**src/rtl/cpu_pkg.sv**
```systemverilog
// Shared CPU types and constants: machine width, bubble word, fetch FSM states
// and the IF/ID payload also consumed by the decode stage.
package cpu_pkg;

  localparam int unsigned XLEN = 32;
  localparam logic [XLEN-1:0] NOP_INSTR = 32'h0000_0013;

  typedef enum logic [1:0] {
    BOOT = 2'd0,
    RUN  = 2'd1,
    TRAP = 2'd2
  } if_state_t;

  typedef struct packed {
    logic [XLEN-1:0] instr;
    logic [XLEN-1:0] pc;
    logic            valid;
  } if_id_t;

endpackage

```
**src/rtl/if_stage_if.sv**
```systemverilog
// Fetch-stage bus: instruction memory port, pipeline control and IF/ID outputs.
interface if_stage_if #(
  parameter int unsigned XLEN = cpu_pkg::XLEN
);

  logic [XLEN-1:0] instr_addr;
  logic [XLEN-1:0] instr;
  logic            stall;
  logic            flush;
  logic            redirect_valid;
  logic [XLEN-1:0] redirect_pc;
  logic [XLEN-1:0] IF_ID_instr;
  logic [XLEN-1:0] IF_ID_pc;
  logic            IF_ID_valid;
  logic            misalign_err;

  modport master (
    output instr_addr, IF_ID_instr, IF_ID_pc, IF_ID_valid, misalign_err,
    input  instr, stall, flush, redirect_valid, redirect_pc
  );

  modport slave (
    input  instr_addr, IF_ID_instr, IF_ID_pc, IF_ID_valid, misalign_err,
    output instr, stall, flush, redirect_valid, redirect_pc
  );

endinterface

```
**src/rtl/pc_reg.sv**
```systemverilog
// Program counter: register, load/increment mux and modulo-2^XLEN +4 adder.
module pc_reg #(
  parameter int unsigned     XLEN     = cpu_pkg::XLEN,
  parameter logic [XLEN-1:0] RESET_PC = '0
) (
  input  logic            clk,
  input  logic            rst_n,
  input  logic            load_en,
  input  logic [XLEN-1:0] load_pc,
  input  logic            inc_en,
  output logic [XLEN-1:0] pc
);

  logic [XLEN-1:0] pc_next;

  // Load wins over increment; the adder wraps silently.
  always_comb begin
    pc_next = pc;
    if (load_en) begin
      pc_next = load_pc;
    end else if (inc_en) begin
      pc_next = pc + XLEN'(4);
    end
  end

  always_ff @(posedge clk or negedge rst_n) begin
    if (!rst_n) begin
      pc <= RESET_PC;
    end else begin
      pc <= pc_next;
    end
  end

endmodule

```
**src/rtl/if_stage.sv**
```systemverilog
// Instruction-fetch stage: BOOT/RUN/TRAP control, PC sequencing and IF/ID register.
// Optional misaligned-redirect trap enabled by defining IF_MISALIGN_TRAP_EN.
module if_stage #(
  parameter int unsigned     XLEN      = cpu_pkg::XLEN,
  parameter logic [XLEN-1:0] RESET_PC  = '0,
  parameter logic [XLEN-1:0] NOP_INSTR = XLEN'(cpu_pkg::NOP_INSTR)
) (
  input  logic       clk,
  input  logic       rst_n,
  if_stage_if.master bus
);

  import cpu_pkg::*;

  if_state_t       state_q, state_d;
  if_id_t          ifid_q, ifid_d;
  logic            err_q, err_d;
  logic            pc_load, pc_inc;
  logic [XLEN-1:0] pc;
  logic [XLEN-1:0] load_pc;
  if_id_t          bubble;

`ifdef IF_MISALIGN_TRAP_EN
  logic misaligned;
  assign misaligned = |bus.redirect_pc[1:0];
  assign load_pc    = bus.redirect_pc;
`else
  assign load_pc    = bus.redirect_pc & ~XLEN'(3);
`endif

  assign bubble = '{instr: NOP_INSTR, pc: ifid_q.pc, valid: 1'b0};

  pc_reg #(
    .XLEN     (XLEN),
    .RESET_PC (RESET_PC)
  ) u_pc_reg (
    .clk     (clk),
    .rst_n   (rst_n),
    .load_en (pc_load),
    .load_pc (load_pc),
    .inc_en  (pc_inc),
    .pc      (pc)
  );

  // Next-state, IF/ID and PC control; redirect > flush > stall > capture.
  always_comb begin
    state_d = state_q;
    ifid_d  = ifid_q;
    err_d   = err_q;
    pc_load = 1'b0;
    pc_inc  = 1'b0;
    unique case (state_q)
      BOOT: begin
        state_d = RUN;
      end
      RUN: begin
        if (bus.redirect_valid) begin
          ifid_d = bubble;
`ifdef IF_MISALIGN_TRAP_EN
          if (misaligned) begin
            state_d = TRAP;
            err_d   = 1'b1;
          end else begin
            pc_load = 1'b1;
          end
`else
          pc_load = 1'b1;
`endif
        end else if (bus.flush) begin
          ifid_d = bubble;
          pc_inc = !bus.stall;
        end else if (!bus.stall) begin
          ifid_d = '{instr: bus.instr, pc: pc, valid: 1'b1};
          pc_inc = 1'b1;
        end
      end
      TRAP: begin
        ifid_d = bubble;
`ifdef IF_MISALIGN_TRAP_EN
        if (bus.redirect_valid && !misaligned) begin
          pc_load = 1'b1;
          err_d   = 1'b0;
          state_d = RUN;
        end
`else
        state_d = RUN;
`endif
      end
      default: begin
        state_d = BOOT;
      end
    endcase
  end

  always_ff @(posedge clk or negedge rst_n) begin
    if (!rst_n) begin
      state_q <= BOOT;
      ifid_q  <= '{instr: NOP_INSTR, pc: '0, valid: 1'b0};
      err_q   <= 1'b0;
    end else begin
      state_q <= state_d;
      ifid_q  <= ifid_d;
      err_q   <= err_d;
    end
  end

  assign bus.instr_addr   = pc;
  assign bus.IF_ID_instr  = ifid_q.instr;
  assign bus.IF_ID_pc     = ifid_q.pc;
  assign bus.IF_ID_valid  = ifid_q.valid;
  assign bus.misalign_err = err_q;

endmodule

```
**src/flat_wrapper.sv**
```systemverilog
// flat-port wrapper written by rule: the top's interface ports become plain ports
module if_stage_flat import cpu_pkg::*;
#(
  parameter int unsigned     XLEN      = cpu_pkg::XLEN,
  parameter logic [XLEN-1:0] RESET_PC  = '0,
  parameter logic [XLEN-1:0] NOP_INSTR = XLEN'(cpu_pkg::NOP_INSTR)
)
  (clk, rst_n, bus_instr_addr, bus_IF_ID_instr, bus_IF_ID_pc, bus_IF_ID_valid, bus_misalign_err, bus_instr, bus_stall, bus_flush, bus_redirect_valid, bus_redirect_pc);
  if_stage_if #(.XLEN(XLEN)) bus_i ();
  input  logic clk;
  input  logic rst_n;
  output wire logic [$bits(bus_i.instr_addr)-1:0] bus_instr_addr;
  output wire logic [$bits(bus_i.IF_ID_instr)-1:0] bus_IF_ID_instr;
  output wire logic [$bits(bus_i.IF_ID_pc)-1:0] bus_IF_ID_pc;
  output wire logic [$bits(bus_i.IF_ID_valid)-1:0] bus_IF_ID_valid;
  output wire logic [$bits(bus_i.misalign_err)-1:0] bus_misalign_err;
  input wire logic [$bits(bus_i.instr)-1:0] bus_instr;
  input wire logic [$bits(bus_i.stall)-1:0] bus_stall;
  input wire logic [$bits(bus_i.flush)-1:0] bus_flush;
  input wire logic [$bits(bus_i.redirect_valid)-1:0] bus_redirect_valid;
  input wire logic [$bits(bus_i.redirect_pc)-1:0] bus_redirect_pc;
  assign bus_instr_addr = bus_i.instr_addr;
  assign bus_IF_ID_instr = bus_i.IF_ID_instr;
  assign bus_IF_ID_pc = bus_i.IF_ID_pc;
  assign bus_IF_ID_valid = bus_i.IF_ID_valid;
  assign bus_misalign_err = bus_i.misalign_err;
  assign bus_i.instr = bus_instr;
  assign bus_i.stall = bus_stall;
  assign bus_i.flush = bus_flush;
  assign bus_i.redirect_valid = bus_redirect_valid;
  assign bus_i.redirect_pc = bus_redirect_pc;
  if_stage #(.XLEN(XLEN), .RESET_PC(RESET_PC), .NOP_INSTR(NOP_INSTR)) u_core (.clk(clk), .rst_n(rst_n), .bus(bus_i));
endmodule
```
**config.mk**
```make
export PLATFORM = sky130hd
export DESIGN_NAME = if_stage_flat
export DESIGN_NICKNAME = d
export VERILOG_FILES = /design/src/rtl/cpu_pkg.sv /design/src/rtl/if_stage_if.sv /design/src/rtl/pc_reg.sv /design/src/rtl/if_stage.sv /design/src/flat_wrapper.sv
export SDC_FILE = /design/constraint.sdc
export NUM_CORES = 1
export LEC_CHECK = 0
export CAP_MARGIN = 20
export CORE_ASPECT_RATIO = 2
export CORE_UTILIZATION = 47
export DETAILED_ROUTE_END_ITERATION = 12
export MAX_ROUTING_LAYER = met4
export PLACE_DENSITY_LB_ADDON = 0.08
export SKIP_LAST_GASP = 1
export SYNTH_ARGS = -nofsm -noshare
export SYNTH_HDL_FRONTEND = slang
export SYNTH_SLANG_ARGS = --single-unit
export TNS_END_PERCENT = 20
```
**constraint.sdc**
```tcl
create_clock -name clk -period 6.8 [get_ports clk]
set_input_delay 1.36 -clock clk [delete_from_list [all_inputs] [get_ports clk]]
set_output_delay 1.36 -clock clk [all_outputs]
set_load 0.03 [all_outputs]
```
==> reports/qor.txt <==
status -> complete, no violations
die height -> 136 µm
setup tns final -> 0 ns
flop2flop setup slack -> 4.38 ns
Placed Cells -> 666
Final Core Density -> 71.1%
ant diodes -> 0
HP Class -> reg2reg
Slew Limit Fails -> 0
pin count of the biggest net entering global routing -> 75
Layout Nets -> 647
Worst Path Buf+Inv -> 2
Max-Cap Viols -> 0
full die area -> 9330 µm²
first-pass GRT wire length -> 18100 µm
grt ovf -> 0
H-tree levels -> 3
Synth Warn # -> 0
worst-margin pin slew -> 1.00 ns
Inserted Clock Buffers -> 9
Cell variety after synth -> 42
async set-reset flop share out of synthesis -> 100%
slowest CP cell -> nor2b_1
clock sink count -> 95
RD Place Congestion -> 0.878
Worst Path Arrival -> 3.52 ns
critical path startpoint category -> input pin
layout cells sized above 1 -> 4.81%
CTS Hold Bufs -> 0
worst vdd ir -> 0.181 mV
Syn Inst Count -> 428
area grow syn2layout -> 46.6%
skew final -> 0.00596 ns
Pwr Density -> 280 nW/µm²
Final Critical Period -> 3.28 ns
starting density of the core -> 48.5%
RSZ-0062 raised after global routing -> false
Largest register FFs -> 32
required time of the critical path -> 7.04 ns
CP endpoint kind -> flip-flop
DRT antenna net count -> 0
most used flip-flop cell after synthesis -> dfrtp_1
# port buffers -> 161
vias per cell -> 5.42
DPL Wire Length -> 8550 µm
initial antenna violation count -> 0
1st-iter DRT viols -> 206
Clock transition at path regs -> 0.06 ns
Routed WL -> 11800 µm
CTS root buffer -> clkbuf_16
leak pwr -> 2.66 nW
Vias -> 3697
CTS tree -> built
# DRC -> 0
register area -> 2380 µm²
I/O pins -> 167
GRT Total Usage -> 27.4%
number of synthesized flops with an enable pin -> 0
Max clock buf depth -> 2
crit path max fanout -> 25
footprint of the multi-input gates -> 1680 µm²
WL/cell -> 17.4 µm
Max stage delay on crit path -> 0.61 ns
cell area after synthesis -> 4190 µm²
Layout fillers -> 711
drt first pass iters -> 4
relative slew slack -> 32.9%
clock latency on the worst-skew pair -> 0.34 ns
CP Cell Sequence -> clkdlybuf4s50_1 > nor2b_1 > nand2_1 > buf_4 > and2_1
final cell count without fillers -> 682
Core Area -> 8650 µm²
Syn Area/Cell -> 9.80 µm²
register area share after synthesis -> 56.8%
post_cts resized -> 0
Tcrit/Tclk final -> 48.2%
setup bufs post-CTS -> 0
endpoints failing setup -> 0
synthesized flop and latch total -> 95
Final Hold Fails -> 0
f_max -> 0.305 GHz
Row Count -> 48
Die Width -> 68.8 µm
Crit Path Category -> in2reg
critical path's top delay family -> simple AND/OR/NAND/NOR gates
vias in the first global route -> 3678
path summary, 6_finish.rpt:
kind | startpoint | end | cells past startpoint
min in group asynchronous | rst_n | u_core.bus.IF_ID_instr[7]$_DFFE_PN0P_ | 1
max in group asynchronous | rst_n | u_core.u_pc_reg.pc[20]$_DFFE_PN0P_ | 2
worst max register to register | u_core.state_q[0]$_DFFE_PN0N_ | u_core.bus.IF_ID_pc[1]$_DFFE_PN0P_ | 4
worst max-delay path | bus_stall | u_core.bus.IF_ID_pc[1]$_DFFE_PN0P_ | 5
worst min register to register | u_core.bus.IF_ID_pc[24]$_DFFE_PN0P_ | u_core.bus.IF_ID_pc[24]$_DFFE_PN0P_ | 2
worst min-delay path | u_core.bus.IF_ID_pc[24]$_DFFE_PN0P_ | u_core.bus.IF_ID_pc[24]$_DFFE_PN0P_ | 2
where the power goes:
| group | internal (W) | leakage, nW | switching, W |
|---|---|---|---|
| sequential | 0.000642 | 1.21 | 0.0000817 |
| combinational | 0.000214 | 1.30 | 0.000275 |
| clock | 0.000295 | 0.149 | 0.000214 |
layer usage:
metal / GRT usage (%) / wire, µm / share of wire [%] / vias to the layer above
li1: - / - / - / 1771
met1: 28.8 / 4370 / 37 / 1783
met2: 47.2 / 6410 / 54 / 128
met3: 6.99 / 794 / 6.7 / 15
met4: 11.1 / 272 / 2.3 / 0
met5: - / 0 / 0 / -
cell usage after synthesis (2+ instances only):
cell,n,share of area [%]
buf_4,4,0.72
nor2_1,11,0.98
nor3_1,7,0.84
dfstp_2,3,1.9
nor2b_1,6,0.90
and3_1,4,0.60
o211ai_1,2,0.36
nor4_1,4,0.60
o22ai_1,4,0.60
conb_1,2,0.18
or3_1,3,0.45
nand4_1,9,1.3
xor2_1,10,2.1
and2_1,4,0.60
a21oi_1,11,1.3
xnor2_1,9,1.9
mux2i_1,3,0.72
o311ai_0,2,0.42
nand2_1,123,11
o22a_1,3,0.63
nand3_1,11,1.3
inv_1,3,0.27
o21ai_0,25,3.0
a22o_1,29,6.1
dfrtp_1,92,55
or4_1,2,0.36
a22oi_1,4,0.72
clkbuf_1,24,2.1
placed cells by master, fill, tap and decap left out, types with 4 or more instances in the layout:
cell	synthesis	routed
dfrtp_1	92	92
xnor2_1	9	9
and2_1	4	4
o22ai_1	4	4
nand2_1	123	123
nor3_1	7	6
a21oi_1	11	11
buf_4	4	6
conb_1	2	4
o21ai_0	25	25
a22oi_1	4	4
nor2_1	11	11
nor2b_1	6	6
clkdlybuf4s50_1	0	160
a22o_1	29	29
nand3_1	11	11
xor2_1	10	10
nor4_1	4	4
nand4_1	9	9
and3_1	4	4
clkbuf_16	0	9
metrics by stage:
stage | total power (W) | hold slack [ns] | cell area (µm²) | worst slack (ns)
after global routing | 0.00179 | 0.492 | 6150 | 3.36
after detailed placement | 0.00123 | 0.461 | 5850 | 3.20
after CTS | 0.00173 | 0.477 | 6150 | 3.56
final | 0.00172 | 0.475 | 6150 | 3.52
after floorplan | 0.000977 | 0.624 | 4200 | 4.26
after global placement | 0.00121 | 0.456 | 5850 | 3.18
worst reg2reg max path: stages (launching register included):
cell     delay, ns
dfrtp_1       0.65
nor2b_1       0.65
nand2_1       0.46
buf_4         0.37
and2_1        0.19
cell families (layout without fill, tap and decap cells):
family	Yosys count	after routing	synth area share [%]
XOR/XNOR	19	19	3.97
buffers and inverters	33	185	3.34
multiplexers	4	4	0.985
adder cells (fa/ha/maj)	1	1	0.298
other	2	4	0.179
AO/OA/AOI/OAI	85	85	14.1
AND/OR/NAND/NOR	189	189	20.3
flip-flops	95	95	56.8
area by class of cell:
| class | count | area share, % |
|---|---|---|
| Clock buffer | 11 | 3.95 |
| Clock inverter | 5 | 0.936 |
| Inverter | 3 | 0.183 |
| Multi-Input combinational cell | 302 | 27.4 |
| Sequential cell | 95 | 38.7 |
| Tap cell | 100 | 2.04 |
| Timing Repair Buffer | 166 | 26.8 |
(Power assumes the default switching activity.)
